==> src/rtl/fifo_pkg.sv <==
// Shared definitions for the synchronous FIFO slice.
//
// Provides a ceil(log2) width helper, the pointer-width rule (one extra
// wrap bit above the RAM address), default parameter values and the packed
// status-flag record registered by the FIFO top level.
package fifo_pkg;

  localparam int DEFAULT_DATA_WIDTH         = 16;
  localparam int DEFAULT_ADDR_WIDTH         = 4;
  localparam int DEFAULT_ALMOST_FULL_MARGIN = 2;
  localparam int DEFAULT_ALMOST_EMPTY_LEVEL = 2;

  // Number of bits needed to represent the values 0..value-1.
  function automatic int clog2(input int value);
    int result;
    int remaining;
    result    = 0;
    remaining = value - 1;
    while (remaining > 0) begin
      result++;
      remaining = remaining >> 1;
    end
    return result;
  endfunction

  // Read/write pointers carry one wrap bit above the RAM address so that
  // full and empty can be told apart when the address bits match.
  function automatic int ptr_width(input int addr_width);
    return addr_width + 1;
  endfunction

  localparam int DEFAULT_PTR_WIDTH = DEFAULT_ADDR_WIDTH + 1;

  typedef struct packed {
    logic full;
    logic empty;
    logic almost_full;
    logic almost_empty;
  } fifo_status_t;

  localparam fifo_status_t STATUS_RESET = '{
    full:         1'b0,
    empty:        1'b1,
    almost_full:  1'b0,
    almost_empty: 1'b1
  };

endpackage

==> src/rtl/ram_simple_dual_port.sv <==
// Simple dual-port RAM: one write port, one registered read port.
//
// Ports:
//   clk      - clock, all activity on posedge
//   rst_n    - asynchronous active-low reset of the read data register only
//   wr_en    - write enable; wr_data is stored at wr_addr
//   wr_addr  - write address
//   wr_data  - write data
//   rd_en    - read enable; mem[rd_addr] is loaded into rd_data
//   rd_addr  - read address
//   rd_data  - registered read data, holds its value while rd_en = 0
//
// The storage array itself has no reset. A read and a write to the same
// address in one cycle return the old contents.
module ram_simple_dual_port #(
  parameter int DATA_WIDTH = 16,
  parameter int ADDR_WIDTH = 4
) (
  input  logic                  clk,
  input  logic                  rst_n,
  input  logic                  wr_en,
  input  logic [ADDR_WIDTH-1:0] wr_addr,
  input  logic [DATA_WIDTH-1:0] wr_data,
  input  logic                  rd_en,
  input  logic [ADDR_WIDTH-1:0] rd_addr,
  output logic [DATA_WIDTH-1:0] rd_data
);

  localparam int DEPTH = 1 << ADDR_WIDTH;

  logic [DATA_WIDTH-1:0] mem [DEPTH];
  logic [DATA_WIDTH-1:0] rd_data_d;
  logic [DATA_WIDTH-1:0] rd_data_q;

  always_ff @(posedge clk) begin
    if (wr_en) begin
      mem[wr_addr] <= wr_data;
    end
  end

  always_comb begin
    rd_data_d = rd_data_q;
    if (rd_en) begin
      rd_data_d = mem[rd_addr];
    end
  end

  always_ff @(posedge clk or negedge rst_n) begin
    if (!rst_n) begin
      rd_data_q <= '0;
    end else begin
      rd_data_q <= rd_data_d;
    end
  end

  assign rd_data = rd_data_q;

endmodule

==> src/rtl/sync_fifo_ram.sv <==
// Parametrised single-clock FIFO built on a simple dual-port RAM.
//
// Ports:
//   Clock        - single clock, posedge
//   Reset        - asynchronous active-low reset
//   iPush/iData  - write request and its data
//   iPop         - read request; oData/oDataValid follow one cycle later
//   iClearErrors - synchronous clear of the sticky error flags
//   oData        - read data, holds when oDataValid = 0
//   oDataValid   - one-cycle pulse after each accepted pop
//   oCount       - occupancy 0..DEPTH
//   oFull/oEmpty/oAlmostFull/oAlmostEmpty - registered status flags
//   oOverflow/oUnderflow - sticky error flags
//
// The top level only holds pointers, occupancy, flags and error state;
// storage lives in ram_simple_dual_port. Every output is a flop.
module sync_fifo_ram
  import fifo_pkg::*;
#(
  parameter int DATA_WIDTH         = DEFAULT_DATA_WIDTH,
  parameter int ADDR_WIDTH         = DEFAULT_ADDR_WIDTH,
  parameter int ALMOST_FULL_LEVEL  = (1 << ADDR_WIDTH) - DEFAULT_ALMOST_FULL_MARGIN,
  parameter int ALMOST_EMPTY_LEVEL = DEFAULT_ALMOST_EMPTY_LEVEL
) (
  input  logic                  Clock,
  input  logic                  Reset,
  input  logic                  iPush,
  input  logic [DATA_WIDTH-1:0] iData,
  input  logic                  iPop,
  input  logic                  iClearErrors,
  output logic [DATA_WIDTH-1:0] oData,
  output logic                  oDataValid,
  output logic [ADDR_WIDTH:0]   oCount,
  output logic                  oFull,
  output logic                  oEmpty,
  output logic                  oAlmostFull,
  output logic                  oAlmostEmpty,
  output logic                  oOverflow,
  output logic                  oUnderflow
);

  localparam int DEPTH = 1 << ADDR_WIDTH;
  localparam int PTR_W = ptr_width(ADDR_WIDTH);
  localparam int CNT_W = clog2(DEPTH + 1);

  logic [PTR_W-1:0] wr_ptr_d, wr_ptr_q;
  logic [PTR_W-1:0] rd_ptr_d, rd_ptr_q;
  logic [CNT_W-1:0] count_d, count_q;
  fifo_status_t     status_d, status_q;
  logic             overflow_d, overflow_q;
  logic             underflow_d, underflow_q;
  logic             valid_d, valid_q;
  logic             push_ok;
  logic             pop_ok;

  // A pop frees a slot in the same cycle, so a push on a full FIFO is still
  // taken when it is paired with an accepted pop. On an empty FIFO the pop
  // is refused but the push still lands; the new word is readable next cycle.
  always_comb begin
    pop_ok      = iPop & ~status_q.empty;
    push_ok     = iPush & (~status_q.full | pop_ok);

    wr_ptr_d    = wr_ptr_q;
    rd_ptr_d    = rd_ptr_q;
    if (push_ok) begin
      wr_ptr_d = wr_ptr_q + PTR_W'(1);
    end
    if (pop_ok) begin
      rd_ptr_d = rd_ptr_q + PTR_W'(1);
    end

    count_d     = count_q + CNT_W'(push_ok) - CNT_W'(pop_ok);

    // Flags come from the next count so they line up with oCount.
    status_d              = STATUS_RESET;
    status_d.full         = (count_d == CNT_W'(DEPTH));
    status_d.empty        = (count_d == '0);
    status_d.almost_full  = (count_d >= CNT_W'(ALMOST_FULL_LEVEL));
    status_d.almost_empty = (count_d <= CNT_W'(ALMOST_EMPTY_LEVEL));

    // Error events take priority over a clear in the same cycle.
    overflow_d  = overflow_q;
    underflow_d = underflow_q;
    if (iPush && !push_ok) begin
      overflow_d = 1'b1;
    end else if (iClearErrors) begin
      overflow_d = 1'b0;
    end
    if (iPop && !pop_ok) begin
      underflow_d = 1'b1;
    end else if (iClearErrors) begin
      underflow_d = 1'b0;
    end

    valid_d     = pop_ok;
  end

  always_ff @(posedge Clock or negedge Reset) begin
    if (!Reset) begin
      wr_ptr_q    <= '0;
      rd_ptr_q    <= '0;
      count_q     <= '0;
      status_q    <= STATUS_RESET;
      overflow_q  <= 1'b0;
      underflow_q <= 1'b0;
      valid_q     <= 1'b0;
    end else begin
      wr_ptr_q    <= wr_ptr_d;
      rd_ptr_q    <= rd_ptr_d;
      count_q     <= count_d;
      status_q    <= status_d;
      overflow_q  <= overflow_d;
      underflow_q <= underflow_d;
      valid_q     <= valid_d;
    end
  end

  ram_simple_dual_port #(
    .DATA_WIDTH (DATA_WIDTH),
    .ADDR_WIDTH (ADDR_WIDTH)
  ) u_ram (
    .clk     (Clock),
    .rst_n   (Reset),
    .wr_en   (push_ok),
    .wr_addr (wr_ptr_q[ADDR_WIDTH-1:0]),
    .wr_data (iData),
    .rd_en   (pop_ok),
    .rd_addr (rd_ptr_q[ADDR_WIDTH-1:0]),
    .rd_data (oData)
  );

  assign oDataValid   = valid_q;
  assign oCount       = count_q;
  assign oFull        = status_q.full;
  assign oEmpty       = status_q.empty;
  assign oAlmostFull  = status_q.almost_full;
  assign oAlmostEmpty = status_q.almost_empty;
  assign oOverflow    = overflow_q;
  assign oUnderflow   = underflow_q;

endmodule

==> config.mk <==
export PLATFORM = sky130hd
export DESIGN_NAME = sync_fifo_ram
export DESIGN_NICKNAME = d
export VERILOG_FILES = /design/src/rtl/fifo_pkg.sv /design/src/rtl/ram_simple_dual_port.sv /design/src/rtl/sync_fifo_ram.sv
export SDC_FILE = /design/constraint.sdc
export NUM_CORES = 1
export LEC_CHECK = 0
export ABC_CLOCK_PERIOD_IN_PS = 4350
export CAP_MARGIN = 20
export CORE_MARGIN = 2
export CORE_UTILIZATION = 50
export DETAILED_ROUTE_END_ITERATION = 8
export PLACE_DENSITY = 0.79
export SYNTH_ARGS = -nofsm -noshare
export SYNTH_HDL_FRONTEND = slang
export SYNTH_SLANG_ARGS = --single-unit
==> constraint.sdc <==
create_clock -name Clock -period 4.35 [get_ports Clock]
set_input_delay 0.435 -clock Clock [delete_from_list [all_inputs] [get_ports Clock]]
set_output_delay 0.435 -clock Clock [all_outputs]
set_load 0.01 [all_outputs]
==> results of run 1 <==
## final timing paths
| path | slack [ns] | endpoint | start | cells after the start |
|---|---|---|---|---|
| hold reg to reg | 0.51 | u_ram.rd_data[0] | u_ram.rd_data[0] | 2 |
| setup / recovery | 1.40 | oAlmostEmpty | oEmpty | 10 |
| max in group asynchronous | 3.62 | rd_ptr_q[1] | Reset | 1 |
| hold / removal | 0.04 | u_ram.rd_data[1] | Reset | 1 |
| setup reg to reg | 1.40 | oAlmostEmpty | oEmpty | 10 |
| min in group Clock | 0.50 | oOverflow | iClearErrors | 2 |
## report_power, final
group / switching (mW) / leakage, nW / internal (mW) / total [mW]
logic: 1.53 / 1.44 / 1.16 / 2.69
registers: 0.355 / 2.74 / 3.49 / 3.85
clock network: 0.985 / 0.446 / 1.34 / 2.33
## cell usage after synthesis, types with 2 or more instances
library cell | instances | area [sq um]
nor3_1 | 5 | 25.0
nand2b_1 | 3 | 18.8
nor2b_1 | 2 | 12.5
nand2_1 | 27 | 101
a22oi_1 | 51 | 383
o21ai_0 | 3 | 15.0
dfrtp_1 | 34 | 851
nand3_1 | 21 | 105
edfxtp_1 | 256 | 7690
buf_2 | 19 | 95.1
a32oi_1 | 13 | 114
nor2_1 | 14 | 52.6
clkbuf_1 | 4 | 15.0
nand4_1 | 4 | 25.0
ha_1 | 10 | 125
buf_6 | 10 | 113
xnor2_1 | 8 | 70.1
mux2i_1 | 128 | 1280
buf_4 | 2 | 15.0
clkbuf_4 | 2 | 15.0
dfstp_2 | 2 | 52.6
o21ai_1 | 13 | 65.1
a21o_1 | 2 | 15.0
a21oi_1 | 14 | 70.1
inv_1 | 11 | 41.3
## cell families (layout without fill, tap and decap cells)
| kind of cell | count (synthesis) | after routing |
|---|---|---|
| DFF | 292 | 292 |
| adders and majority gates | 11 | 11 |
| and+or+nand+nor | 80 | 80 |
| muxes | 128 | 128 |
| xor gates and xnor gates | 10 | 10 |
| buffers and inverters | 50 | 137 |
| AOI/OAI and AO/OA | 100 | 100 |
## cells in the final DEF (no fill, tap or decap), types with 11 or more instances in the layout
cell,n
a21oi_1,14
a22oi_1,51
a32oi_1,13
buf_4,23
clkbuf_16,29
clkdlybuf4s50_1,47
dfrtp_1,33
edfxtp_1,256
inv_1,11
mux2i_1,128
nand2_1,27
nand3_1,21
nor2_1,13
o21ai_1,13
## final cells by class
cell class,instances,area share
flip-flops and latches,292,0.650
clock buffers,42,0.0638
inverters,11,0.00312
clock inverters,11,0.00463
well taps,285,0.0270
repair buffers,73,0.0526
multi-input cells,329,0.199
## per-stage QoR
stage,total power [mW],worst slack (ns),util
global route,9.25,1.20,0.584
floorplan,5.67,1.60,-
global placement,6.42,1.05,0.543
CTS,8.89,1.38,0.584
detailed placement,6.57,0.929,0.544
finish,8.87,1.40,0.584
## sequential cells by signal, indices dropped and copies added, names as in the netlist
signal         cells
oDataValid         1
u_ram.mem        256
oAlmostEmpty       1
wr_ptr_q           4
u_ram.rd_data     16
oEmpty             1
oUnderflow         1
rd_ptr_q           4
oOverflow          1
oAlmostFull        1
oCount             5
oFull              1
## layer usage
metal	share of wire	GRT usage	vias to the layer above	routed length [um]
met3	0.079	0.0319	51	1910
met5	0	0	-	0
met2	0.49	0.336	309	11700
met1	0.41	0.279	3160	9790
li1	-	-	2750	-
met4	0.028	0.0651	0	672
==> metrics.yaml, run 1 <==
synth_cell_types: 38
timing.hold.ws_ns: 0.0371
cts_sinks: 292
crit_chain: "nand2b_1, inv_1, ha_1, inv_1, ha_1, fa_1, a21o_1, a21oi_2, xnor2_2, a2111oi_2"
clk_latency_ns: 0.54
status: "completed"
cts_tree: "yes"
antenna_found_initial: 0
static-leakage-power_nw: 4.63
place.gp.congestion: 0.835
cp-end-kind: "flip-flop"
num_rows: 55
regArea_sq_um: 8590
async_reset_ff_frac: 0.123
timing.slew.headroom: 0.371
worstPathArrival_ns: 3.38
critical_path_class: "reg2reg"
portBuffers: 48
dp.cells: 990
synth_fa_ha_area_frac: 0.0126
synth_compound_area_frac: 0.0620
drc: 0
synth_flop_cell: "edfxtp_1"
skew_ns: 0.00905
hold_viol: 0
synth_area_sq_um: 11500
yosysSeqAreaShare: 0.746
areaGrowthSynthToFinish_pct: 14.9
dr.first_iter.drc_count: 637
core-area_sq_um: 22600
synth_edf_count: 256
vias_per_cell: 6.01
placed_area_sq_um: 12300
cp_max_fo: 8
layout.nets: 768
worstSetupStartpointType: "flip-flop"
antenna_left: 0
synth_fp_nets: 703
multi_input_area_sq_um: 2630
cp_data_required_time_ns: 4.78
hold_buffers: 0
max_stage_delay_ns: 0.55
critPathSlowestCell: "dfstp_2"
clk_path_buf_depth: 3
first_pass_iters: 5
synth_top_family_by_area: "multiplexers"
grt-ovfl-total: 0
yosys.area_share.simple: 0.0323
initial_core_util: 0.508
layout_min_cycle_time_ns: 2.95
drv_cap: 0
design_area_sq_um: 13200
power_density_nw_per_um2: 671
grt_max_degree: 48
synth-xor-area-share: 0.00826
ctsResizeCount: 0
fin_crit_sh: 0.679
rsz0062_at_grt: "no"
n_antenna_cell: 0
htree_levels: 1
finalMaxSlewViolations: 0
max_freq_ghz: 0.339
dr_total_vias: 6270
fillers: 1612
wl_per_cell_um: 23.0
synth_seq_cells: 292
dp.final_hpwl_um: 14700
netlist_instances: 671
path_delay_family: "adder cells"
cts.clk_slew.worst_paths_ns: 0.06
grt_pass1_wl_um: 37200
path_buf_inv: 2
syn_avg_cell_area_sq_um: 17.2
ys_warn_count: 0
routed_wl_um: 24000
setup_tns_ns: 0
min_path_type: "in2async"
io_pins: 49
cts_buffers: 29
post-cts-setup-buffers: 0
grt.total_usage: 0.203
drive_above_1_share: 0.113
cts_root_buf: "clkbuf_16"
die_width_um: 156
peakVddDrop_uv: 575
die_height_um: 156
grt_pass1_vias: 6377
fin_cells: 1043
finalSetupViolations: 0
synthMuxAreaShare: 0.111
dieArea_sq_um: 24200
worst_pin_slew_ns: 0.944
Note: power is estimated with default switching activity, not from simulation.
==> run 2, diff against run 1 <==
Settings changed: ABC_CLOCK_PERIOD_IN_PS 4350 to 2550, PLACE_DENSITY 0.79 to 0.81.
Clock period 4.35 ns to 2.55 ns, I/O delays scaled along.
==> run 2 against run 1 <==
- non-clock buffer count grew 28
- global-route usage shrank 0.69 points
- flip-flop and latch count is the same
- worst hold slack gained 0.30 ns
- maximum frequency grew 21%
- largest cell class unchanged
==> metrics.yaml, run 2 (synthesis results as in run 1) <==
initial_core_util: 0.508  # unchanged
grt_max_degree: 51  # +6.3%
fillers: 1580  # -2.0%
setup_tns_ns: 0  # unchanged
placed_area_sq_um: 12600  # +1.9%
finalMaxSlewViolations: 0  # unchanged
place.gp.congestion: 0.808  # -3.2%
final_cell_mix: "256 x edfxtp_1, 128 x mux2i_1, 51 x a22oi_1"
htree_levels: 1  # unchanged
power_frac_clock: 0.254  # -0.008
static-leakage-power_nw: 4.77  # +2.9%
dp.final_hpwl_um: 14500  # -1.6%
max_freq_ghz: 0.409  # +21%
drv_cap: 0  # unchanged
p_int_mw: 10.5  # +75%
critical_path_class: "reg2reg"
min_path_type: "in2reg"
core-area_sq_um: 22600  # unchanged
p_switching_mw: 4.91  # +71%
layout.nets: 794  # +3.4%
worst_pin_slew_ns: 0.937  # -0.00646 ns
cp_data_required_time_ns: 2.99  # -1.79 ns
critPathCapture: "oFull"
r2r-end: "oFull"
clk_latency_ns: 0.53  # about the same
crit_path_start: "oEmpty"
use_met2: 0.317  # -0.0183
design_area_sq_um: 13500  # +2.0%
drive_above_1_share: 0.163  # +0.0500
hp-start: "iClearErrors"
dp.cells: 1016  # +2.6%
hold_viol: 0  # unchanged
skew_ns: 0.0113  # +0.00223 ns
clk_path_buf_depth: 3  # unchanged
cts.clk_slew.worst_paths_ns: 0.06  # about the same
timing.hold.ws_ns: 0.339  # +0.302 ns
grt-ovfl-total: 0  # unchanged
die_height_um: 156  # unchanged
finalSetupViolations: 0  # unchanged
met3_usage: 0.0356  # +0.00361
num_rows: 55  # unchanged
portBuffers: 48  # unchanged
cp-end-kind: "flip-flop"
grt.total_usage: 0.196  # -0.00692
worstPathArrival_ns: 2.89  # -0.49 ns
sequentialPowerShare: 0.416  # -0.018
cts_buffers: 27  # -6.9%
peakVddDrop_uv: 731  # +27%
n_antenna_cell: 0  # unchanged
vias_per_cell: 5.80  # -3.4%
areaGrowthSynthToFinish_pct: 17.2
power_mw: 15.4  # +73%
largest-register: "u_ram.mem"
largest_register_ffs: 256  # unchanged
first_pass_iters: 4  # -1
rsz0062_at_grt: "no"
status: "completed"
fin_crit_sh: 0.959  # +0.281
dpl_worst_slack_ns: -0.213  # -1.14 ns
fin_cells: 1068  # +2.4%
final_common_cell: "edfxtp_1"
routed_wl_um: 23400  # -2.6%
fin_util: 0.596  # +0.0118
r2r_slack_ns: 0.10  # -1.29 ns
layout_min_cycle_time_ns: 2.45  # -0.506 ns
rr_startpoint: "oEmpty"
die_width_um: 156  # unchanged
grt_busiest_layer: "met2"
worstSetupStartpointType: "flip-flop"
antenna_found_initial: 0  # unchanged
p_comb_frac: 0.330  # +0.026
grt_pass1_wl_um: 36100  # -2.9%
power_density_nw_per_um2: 1140  # +70%
setup_slack_ns: 0.104  # -1.29 ns
reg2reg_depth: 11  # +1
cp_max_fo: 5  # -3
cts_root_buf: "clkbuf_16"
cts_tree: "yes"
drc: 0  # unchanged
grt_use_met1: 0.269  # -0.0110
antenna_left: 0  # unchanged
timing.slew.headroom: 0.375  # +0.00431
dr_total_vias: 6199  # -1.1%
cts_sinks: 292  # unchanged
dieArea_sq_um: 24200  # unchanged
wl_per_cell_um: 21.9  # -4.9%
dr.first_iter.drc_count: 468  # -27%
grt_pass1_vias: 6392  # +0.24%
io_pins: 49  # unchanged
swShare: 0.319  # -0.00458
==> run 2: power groups by stage <==
stage | clock (mW) | combinational, mW | sequential, mW
global placement | 0 | 4.84 | 6.46
detailed placement | 0 | 5.00 | 6.49
floorplan | 0 | 3.34 | 6.38
finish | 3.91 | 5.08 | 6.40
global route | 4.17 | 5.48 | 6.46
CTS | 3.97 | 5.04 | 6.40
==> run 2: what timing repair did <==
action	CTS	global route
gates resized for setup	2	6
setup buffers	0	1
setup endpoints to repair	2	4
hold buffers	1	0
hold endpoints to repair	34	0
==> run 2: cell type report <==
| class | count | area (sq um) | share of cell area |
|---|---|---|---|
| well taps | 285 | 357 | 0.0264 |
| clock buffers | 35 | 746 | 0.0553 |
| flip-flops and latches | 292 | 8590 | 0.637 |
| multi-input cells | 329 | 2710 | 0.201 |
| inverters | 11 | 43.8 | 0.00325 |
| repair buffers | 101 | 917 | 0.0680 |
| clock inverters | 15 | 130 | 0.00964 |
==> run 2: routing by layer <==
| layer | part of all wire | wire length, um |
|---|---|---|
| met5 | 0 | 0 |
| met4 | 0.031 | 728 |
| met3 | 0.076 | 1780 |
| met2 | 0.47 | 11100 |
| met1 | 0.42 | 9800 |
==> run 2: critical path, cell delays in order, from the launching register on <==
cell and delay [ns]:
dfstp_2 0.53, nand2b_4 0.13, buf_6 0.10, inv_4 0.03, ha_4 0.25, inv_2 0.04, ha_4 0.15, fa_2 0.36
a21o_1 0.18, a21oi_2 0.16, xnor2_2 0.18, nor3b_2 0.24
==> run 2: worst min-delay path by stage <==
| stage | to | cells after the start |
|---|---|---|
| 6_report | oOverflow | 2 |
| 5_1_grt | oOverflow | 2 |
| 2_1_floorplan | oAlmostFull | 0 |
| 3_3_place_gp | u_ram.rd_data[7] | 1 |
| 4_1_cts | oOverflow | 2 |
| 3_5_place_dp | u_ram.rd_data[7] | 1 |
